$ cat src/rtl/vga_timing_pkg.sv
`default_nettype none
// ============================================================================
// Module      : vga_timing_pkg
// Description : Controller state encoding and default 640x480 raster timing.
// Revision    : 1.0  initial release
// ============================================================================
package vga_timing_pkg;

  typedef enum logic [0:0] {
    ST_HOLD = 1'b0,
    ST_RUN  = 1'b1
  } vgaState_t;

  localparam int c_H_ACTIVE = 640;
  localparam int c_H_FP     = 16;
  localparam int c_H_SYNC   = 96;
  localparam int c_H_BP     = 48;
  localparam int c_H_TOTAL  = c_H_ACTIVE + c_H_FP + c_H_SYNC + c_H_BP;

  localparam int c_V_ACTIVE = 480;
  localparam int c_V_FP     = 10;
  localparam int c_V_SYNC   = 2;
  localparam int c_V_BP     = 33;
  localparam int c_V_TOTAL  = c_V_ACTIVE + c_V_FP + c_V_SYNC + c_V_BP;

endpackage
`default_nettype wire

$ cat src/rtl/clk_en_div.sv
`default_nettype none
// ============================================================================
// Module      : clk_en_div
// Description : Divides clkRef into a registered one-cycle pixel strobe.
// Revision    : 1.0  initial release
// ============================================================================
module clk_en_div
  import vga_timing_pkg::*;
#(
  parameter int DIV = 2
) (
  input  logic clkRef,
  input  logic reset,
  input  logic run,
  output logic pixEn
);

  localparam int              c_DW   = (DIV > 1) ? $clog2(DIV) : 1;
  localparam logic [c_DW-1:0] c_LAST = c_DW'(DIV - 1);

  logic [c_DW-1:0] r_divCnt;
  logic            r_pixEn;

  // Strobe is set on the last count so it is high while the count reads zero.
  always_ff @(posedge clkRef) begin
    if (reset) begin
      r_divCnt <= '0;
      r_pixEn  <= 1'b0;
    end else if (run) begin
      if (r_divCnt == c_LAST) begin
        r_divCnt <= '0;
        r_pixEn  <= 1'b1;
      end else begin
        r_divCnt <= r_divCnt + c_DW'(1);
        r_pixEn  <= 1'b0;
      end
    end else begin
      r_pixEn <= 1'b0;
    end
  end

  assign pixEn = r_pixEn;

endmodule
`default_nettype wire

$ cat src/rtl/vga_timing_ctrl.sv
`default_nettype none
// ============================================================================
// Module      : vga_timing_ctrl
// Description : Downstream reset hold, pixel enable and VGA raster timing.
//               Optional frame counter when FRAME_COUNT_EN is defined.
// Revision    : 1.0  initial release
// ============================================================================
module vga_timing_ctrl
  import vga_timing_pkg::*;
#(
  parameter int   DIV        = 2,
  parameter int   RST_CYCLES = 3,
  parameter int   H_ACTIVE   = c_H_ACTIVE,
  parameter int   H_FP       = c_H_FP,
  parameter int   H_SYNC     = c_H_SYNC,
  parameter int   H_BP       = c_H_BP,
  parameter int   V_ACTIVE   = c_V_ACTIVE,
  parameter int   V_FP       = c_V_FP,
  parameter int   V_SYNC     = c_V_SYNC,
  parameter int   V_BP       = c_V_BP,
  parameter logic SYNC_POL   = 1'b0,
  parameter int   CW         = 10
) (
  input  logic          clkRef,
  input  logic          reset,
  input  logic          enable,
  output logic          rstOut,
  output logic          pixEn,
  output logic          hsync,
  output logic          vsync,
  output logic          videoOn,
  output logic [CW-1:0] pixelX,
  output logic [CW-1:0] pixelY,
  output logic          frameStart
`ifdef FRAME_COUNT_EN
  ,
  output logic [7:0]    frameCount
`endif
);

  localparam int c_hTot = H_ACTIVE + H_FP + H_SYNC + H_BP;
  localparam int c_vTot = V_ACTIVE + V_FP + V_SYNC + V_BP;
  localparam int c_HCW  = (RST_CYCLES > 1) ? $clog2(RST_CYCLES) : 1;

  localparam logic [c_HCW-1:0] c_holdLast = c_HCW'(RST_CYCLES - 1);
  localparam logic [CW-1:0]    c_hLast    = CW'(c_hTot - 1);
  localparam logic [CW-1:0]    c_vLast    = CW'(c_vTot - 1);
  localparam logic [CW-1:0]    c_hAct     = CW'(H_ACTIVE);
  localparam logic [CW-1:0]    c_vAct     = CW'(V_ACTIVE);
  localparam logic [CW-1:0]    c_hSyncBeg = CW'(H_ACTIVE + H_FP);
  localparam logic [CW-1:0]    c_hSyncEnd = CW'(H_ACTIVE + H_FP + H_SYNC);
  localparam logic [CW-1:0]    c_vSyncBeg = CW'(V_ACTIVE + V_FP);
  localparam logic [CW-1:0]    c_vSyncEnd = CW'(V_ACTIVE + V_FP + V_SYNC);

  vgaState_t        r_state;
  vgaState_t        w_stateNext;
  logic [c_HCW-1:0] r_holdCnt;
  logic             w_holdDone;
  logic             w_run;
  logic             w_enterRun;
  logic             w_pixEn;
  logic             w_adv;
  logic             w_lineEnd;
  logic             w_frameEnd;
  logic [CW-1:0]    r_hCnt;
  logic [CW-1:0]    r_vCnt;
  logic             r_frameStart;
  logic             w_hSyncWin;
  logic             w_vSyncWin;

  assign w_holdDone = (r_holdCnt == c_holdLast);

  always_ff @(posedge clkRef) begin
    if (reset) begin
      r_state <= ST_HOLD;
    end else begin
      r_state <= w_stateNext;
    end
  end

  always_comb begin
    w_stateNext = r_state;
    w_run       = 1'b0;
    w_enterRun  = 1'b0;
    case (r_state)
      ST_HOLD: begin
        if (w_holdDone) begin
          w_stateNext = ST_RUN;
          w_enterRun  = 1'b1;
        end
      end
      ST_RUN:  w_run = enable;
      default: w_stateNext = ST_HOLD;
    endcase
  end

  always_ff @(posedge clkRef) begin
    if (reset) begin
      r_holdCnt <= '0;
    end else if ((r_state == ST_HOLD) && !w_holdDone) begin
      r_holdCnt <= r_holdCnt + c_HCW'(1);
    end
  end

  clk_en_div #(
    .DIV (DIV)
  ) u_clkEnDiv (
    .clkRef (clkRef),
    .reset  (reset),
    .run    (w_run),
    .pixEn  (w_pixEn)
  );

  // The strobe is already low when disabled; gating on w_run keeps HOLD inert too.
  assign w_adv      = w_run & w_pixEn;
  assign w_lineEnd  = (r_hCnt == c_hLast);
  assign w_frameEnd = w_lineEnd && (r_vCnt == c_vLast);

  always_ff @(posedge clkRef) begin
    if (reset) begin
      r_hCnt <= '0;
      r_vCnt <= '0;
    end else if (w_adv) begin
      if (w_lineEnd) begin
        r_hCnt <= '0;
        r_vCnt <= (r_vCnt == c_vLast) ? '0 : r_vCnt + CW'(1);
      end else begin
        r_hCnt <= r_hCnt + CW'(1);
      end
    end
  end

  always_ff @(posedge clkRef) begin
    if (reset) begin
      r_frameStart <= 1'b0;
    end else begin
      r_frameStart <= w_enterRun | (w_adv & w_frameEnd);
    end
  end

`ifdef FRAME_COUNT_EN
  logic [7:0] r_frameCount;

  // Counts raster wraps only; the RUN-entry pulse is frame zero.
  always_ff @(posedge clkRef) begin
    if (reset) begin
      r_frameCount <= '0;
    end else if (w_adv && w_frameEnd) begin
      r_frameCount <= r_frameCount + 8'd1;
    end
  end

  assign frameCount = r_frameCount;
`endif

  assign w_hSyncWin = (r_hCnt >= c_hSyncBeg) && (r_hCnt < c_hSyncEnd);
  assign w_vSyncWin = (r_vCnt >= c_vSyncBeg) && (r_vCnt < c_vSyncEnd);

  assign rstOut     = (r_state == ST_HOLD);
  assign pixEn      = w_pixEn;
  assign hsync      = w_hSyncWin ? SYNC_POL : ~SYNC_POL;
  assign vsync      = w_vSyncWin ? SYNC_POL : ~SYNC_POL;
  assign videoOn    = (r_hCnt < c_hAct) && (r_vCnt < c_vAct);
  assign pixelX     = r_hCnt;
  assign pixelY     = r_vCnt;
  assign frameStart = r_frameStart;

endmodule
`default_nettype wire

$ cat config.mk
export PLATFORM = sky130hd
export DESIGN_NAME = vga_timing_ctrl
export DESIGN_NICKNAME = d
export VERILOG_FILES = /design/src/rtl/vga_timing_pkg.sv /design/src/rtl/clk_en_div.sv /design/src/rtl/vga_timing_ctrl.sv
export SDC_FILE = /design/constraint.sdc
export NUM_CORES = 1
export LEC_CHECK = 0
export ABC_AREA = 1
export BUFFER_PORTS_ARGS = -buffer_cell sky130_fd_sc_hd__buf_2
export CAP_MARGIN = 10
export CORE_MARGIN = 2
export CORE_UTILIZATION = 53
export CTS_CLUSTER_SIZE = 10
export DETAILED_ROUTE_END_ITERATION = 10
export PLACE_DENSITY = 0.85
export RECOVER_POWER = 25
export SLEW_MARGIN = 20
export SYNTH_ARGS = -nofsm -noshare
export SYNTH_HDL_FRONTEND = slang
export SYNTH_SLANG_ARGS = --single-unit
$ cat constraint.sdc
create_clock -name clkRef -period 2.4 [get_ports clkRef]
set_clock_uncertainty 0.2 [all_clocks]
set_input_delay 0.12 -clock clkRef [delete_from_list [all_inputs] [get_ports clkRef]]
set_output_delay 0.12 -clock clkRef [all_outputs]
set_load 0.03 [all_outputs]
==> After elaboration in Yosys (flattened, before gate mapping) <==
Cells that the tools add are included.
{ "classes": {"bitwise": 5, "addsub": 4, "reduce_logical": 8, "n_mux": 10, "n_eq_ne": 3, "order_cmp": 6} }
{ "op_table": {"columns": ["operator", "count"], "rows": [
  ["10-bit by 1-bit adder with 10-bit output, second input constant", 2],
  ["10-bit equality test, second input constant", 2],
  ["10-bit < comparator, second input constant", 2],
  ["10-bit by 9-bit < comparator with 1-bit output, second input constant", 2],
  ["10-bit two-way mux", 2],
  ["10-bit greater-or-equal comparator, second input constant", 1],
  ["10-bit by 9-bit greater-or-equal comparator with 1-bit output, second input constant", 1],
  ["1-bit two-way mux", 8],
  ["1-bit logical AND", 5],
  ["2-bit by 1-bit adder with 2-bit output, second input constant", 1],
  ["1-bit AND", 2],
  ["2-bit equality test, second input constant", 1],
  ["1-bit NOT", 2],
  ["2-bit AND reduction", 1],
  ["2-bit OR reduction", 1],
  ["1-bit adder, second input constant", 1],
  ["1-bit logical NOT", 1],
  ["1-bit OR", 1]
]} }
{ "word_totals": {"reg_bits": 26, "out_inout_bits": 26, "wordCells": 43, "in_bits": 3} }

==> Depth between registers and ports, before layout <==
{ "depth": {"ltp_word": 4, "ltp_mapped": 9, "depth_no_buf": 9} }

==> Hierarchy <==
From an unflattened synthesis, not the netlist that was laid out.
{ "hier_totals": {"hier_cells": 233, "hier_area_um2": 1519.0} }
{ "modules_own_cells": {"columns": ["mod", "seq_area_each_um2", "cells_each", "area_per_inst_um2", "instances"], "rows": [
  ["vga_timing_ctrl", 480.5, 225, 1453.9, 1],
  ["clk_en_div", 40.0, 8, 65.1, 1]
]} }

==> Worst setup path after synthesis <==
OpenSTA, ideal clock, no wires.
{ "synth_path": {"kind": "reg2out", "startpoint": "reg r_vCnt[9] (netlist: pixelY[9])", "endpoint": "out videoOn", "t_required_ns": 2.080, "t_arrival_ns": 1.629, "n_path_buf": 0, "path_stages_with_launch": 3, "path_slack_ns": 0.451, "cell_sequence": "dfxtp_1 nor3_1 nor4_1"} }
{ "synth_between": {"elab_chain_len": 2} }
{ "synth_lines": {"columns": ["element", "line", "rtl"], "rows": [
  ["start, declared", "vga_timing_ctrl.sv:66", "logic [CW-1:0] r_vCnt;"],
  ["start signal, assigned", "vga_timing_ctrl.sv:126", "r_vCnt <= (r_vCnt == c_vLast) ? '0 : r_vCnt + CW'(1);"],
  ["10-bit by 9-bit < comparator with 1-bit output", "vga_timing_ctrl.sv:163", "assign videoOn = (r_hCnt < c_hAct) && (r_vCnt < c_vAct);"],
  ["1-bit logical AND", "vga_timing_ctrl.sv:163", null],
  ["end, declared", "vga_timing_ctrl.sv:31", "output logic videoOn,"]
]} }
No other way between the ends.

==> Worst setup path in the final report <==
{ "layout_path": {"startpoint": "reg r_vCnt[5] (netlist: pixelY[5])", "endpoint": "out vsync"} }
{ "layout_between": {"elab_chain_len": 3, "word_cells_on_any_way": 4, "classes_between": "order compare: 2; mux: 1; reduce/logical: 1"} }
{ "layout_lines": {"columns": ["element", "line", "rtl"], "rows": [
  ["10-bit by 9-bit greater-or-equal comparator with 1-bit output / 10-bit by 9-bit < comparator with 1-bit output (equally long branches)", "vga_timing_ctrl.sv:157", "assign w_vSyncWin = (r_vCnt >= c_vSyncBeg) && (r_vCnt < c_vSyncEnd);"],
  ["1-bit logical AND (*)", "vga_timing_ctrl.sv:157", null],
  ["1-bit two-way mux (*)", "vga_timing_ctrl.sv:162", "assign vsync = w_vSyncWin ? SYNC_POL : ~SYNC_POL;"],
  ["end, declared", "vga_timing_ctrl.sv:30", "output logic vsync,"]
]} }
Every way passes the cells marked *; elsewhere a longest branch is shown, timed or not.

==> impl_metrics.toml <==
[outcome]
status = "completed"

[setup_path]
worstPathArrival_ns = 1.56
reg2reg_depth = 7
slowest_delay_ns = 0.47
crit_type = "flop to output port"
cp-start-kind = "flop"
cp_slowest_cell = "dfxtp_1"
end_kind = "output port"
critPathMaxFanout = 6
timing.rr.end = "pixelY[0]$_SDFFE_PP0P_"
rr_startpoint = "pixelX[0]$_SDFFE_PP0P_"
rrSetupSlack_ns = 0.78
crit_chain = "nand2_1 > nor3_1 > o211ai_1 > buf_2"
critPathRequiredTime_ns = 2.08

[logic_synthesis]
synth_seq_cells = 26
synth.top_cells.by_area = "dfxtp_1 35%, nand2_1 13%, nor2_1 8.1%"
netlist_area_sq_um = 1480
synth_top_area_share_pct = 35.1
ys_types = 33
synth_fp_nets = 218
seq_area_frac_synth_pct = 35.1
synth_top_cell_by_area = "dfxtp_1"
syn_area_per_cell_sq_um = 7.09
synthCells = 209
ys_warn_count = 0

[timing]
fin_crit_sh_pct = 78.4
finalMaxSlewViolations = 0
fin_hold_ws_ns = 0.292
relSlewSlack_pct = 52.9
fin_tns_setup_ns = 0
hold_viol = 0
finalSetupViolCount = 0
min_period_ns = 1.88
fmax_ghz = 0.532
grt_setup_unrepaired = "no"
worstMarginPinSlew_ns = 0.707

[placed_design]
hpwl_mm = 2.28
gp_congestion = 0.841
post_dp_cell_area_sq_um = 1650
numPortBuffers = 28

[routing]
drtIter0Drc = 39
drtPass1Iterations = 4
drc = 0
wl_mm = 3.02
via_per_inst = 5.04
antenna_left = 0
wl_per_cell_microns = 11.1
vias = 1372

[floorplan]
die_x_microns = 56.9
placementRows = 19
ios = 29
die_h_microns = 56.9
die_area_sq_um = 3230
core_area_sq_um = 2710
start_util_pct = 54.7

[power_and_ir_drop]
leakage_nw = 0.742
max-vdd-ir-drop_uv = 490
power.density_nw_per_um2 = 473

[clock_network]
ctsHtreeMaxLevel = 1
root_buffer = "clkbuf_4"
cts_buffers = 3
cts_tree = "built"
clk_path_buf_depth = 2
clock_sinks = 26
clkTransAtPathRegs_ns = 0.14
postCtsSetupBuffers = 0
clock_latency_ns = 0.33
post_cts_resized = 0
ctsHoldBuffers = 2

[cells_and_area]
nets = 251
final.fill_count = 268
antenna_cells = 0
final_area_sq_um = 1690
syn_to_final_growth_pct = 14.4
drive_above_1_share_pct = 16.2

[global_routing]
overflow = 0
antenna_found_initial = 0
grt_start_max_net_pins = 15
grt_pass1_vias = 1194
track_usage_pct = 19.6
grt_pass1_wl_mm = 5.13

[worst_hold_path]
whs_path_depth = 2
hold_end = "u_clkEnDiv.pixEn$_SDFF_PP0_"
min_from = "u_clkEnDiv.r_divCnt$_SDFFE_PP0N_"
hold_path.class = "flop to flop"

[flow_run]
cap_viol_max_count = 0
layout by cell type (no fill, tap or decap), drive strengths merged:
cell	n
nor4	2
o2111ai	1
clkbuf	15
inv	25
nand2	56
clkinv	1
buf	17
o21bai	1
xor2	5
dfxtp	26
nand3	11
nand4	3
dlygate4sd3	2
nor2	38
nor3	3
a21oi	15
and3	1
o211ai	1
and2	1
xnor2	2
ha	6
o21ai	8
nor3b	1
through the flow:
step	util, %	total power, W	setup slack (ns)	cells
floorplan	-	0.000561	0.451	209
global placement	60.9	0.000583	0.848	266
detailed placement	60.9	0.000587	0.801	266
global route	62.5	0.000844	0.420	272
CTS	63.0	0.000808	0.545	272
finish	62.5	0.000802	0.519	272
Yosys cell counts, drive strengths merged:
cell type / n
a21oi: 15
and2: 1
and3: 1
buf: 1
clkbuf: 1
clkinv: 1
dfxtp: 26
ha: 6
inv: 25
nand2: 56
nand3: 11
nand4: 3
nor2: 38
nor3: 3
nor3b: 1
nor4: 2
o2111ai: 1
o211ai: 1
o21ai: 8
o21bai: 1
xnor2: 2
xor2: 5
kinds of logic after synthesis:
logic type / after synthesis / share of synthesized area [%]
buf+inv: 28 / 7.26
flops: 26 / 35.1
simple gates: 116 / 38.0
compound gates: 26 / 10.4
fa+ha+maj: 6 / 5.07
xor+xnor: 7 / 4.14
worst max-delay path by stage:
stage                                start                endpoint  slack (ns)  cells after the start
floorplan           pixelY[9]$_SDFFE_PP0P_                 videoOn        0.45                      2
global placement    pixelX[0]$_SDFFE_PP0P_  pixelY[0]$_SDFFE_PP0P_        0.85                      7
detailed placement  pixelX[0]$_SDFFE_PP0P_  pixelY[0]$_SDFFE_PP0P_        0.80                      7
CTS                 pixelY[5]$_SDFFE_PP0P_                   vsync        0.54                      4
global route        pixelY[5]$_SDFFE_PP0P_                   vsync        0.42                      4
finish              pixelY[5]$_SDFFE_PP0P_                   vsync        0.52                      4
flip-flops by register name (all words and copies together), names as in the netlist:
register,cells
pixelX,10
pixelY,10
r_holdCnt,2
frameStart,1
r_state,1
u_clkEnDiv.pixEn,1
u_clkEnDiv.r_divCnt,1
final cells by class:
cell class	instances	area [sq um]	share of cell area (%)
clock buffer	4	36.3	2.14
inverter	26	98.8	5.83
multi-input combinational	155	853	50.4
sequential	26	520	30.7
tap	31	38.8	2.29
timing repair buffer	30	146	8.64
where the power goes:
part	internal, W	switching [W]
logic	0.0000372	0.0000701
registers	0.000456	0.0000126
clock network	0.0000930	0.000132
total	0.000587	0.000215
critical path, delay by kind of cell (launching register included):
| family | cells | cell delay (ns) |
|---|---|---|
| buffers and inverters | 1 | 0.20 |
| AOI/OAI and AO/OA | 1 | 0.14 |
| and+or+nand+nor | 2 | 0.42 |
| DFF | 1 | 0.47 |
metal layers:
layer | wire length, microns | GRT usage (%) | share of wire, %
met1 | 1460 | 26.1 | 48
met2 | 1400 | 32.9 | 46
met3 | 115 | 2.76 | 3.8
met4 | 43 | 5.98 | 1.4
met5 | 0 | 0 | 0
(Power assumes the default switching activity.)
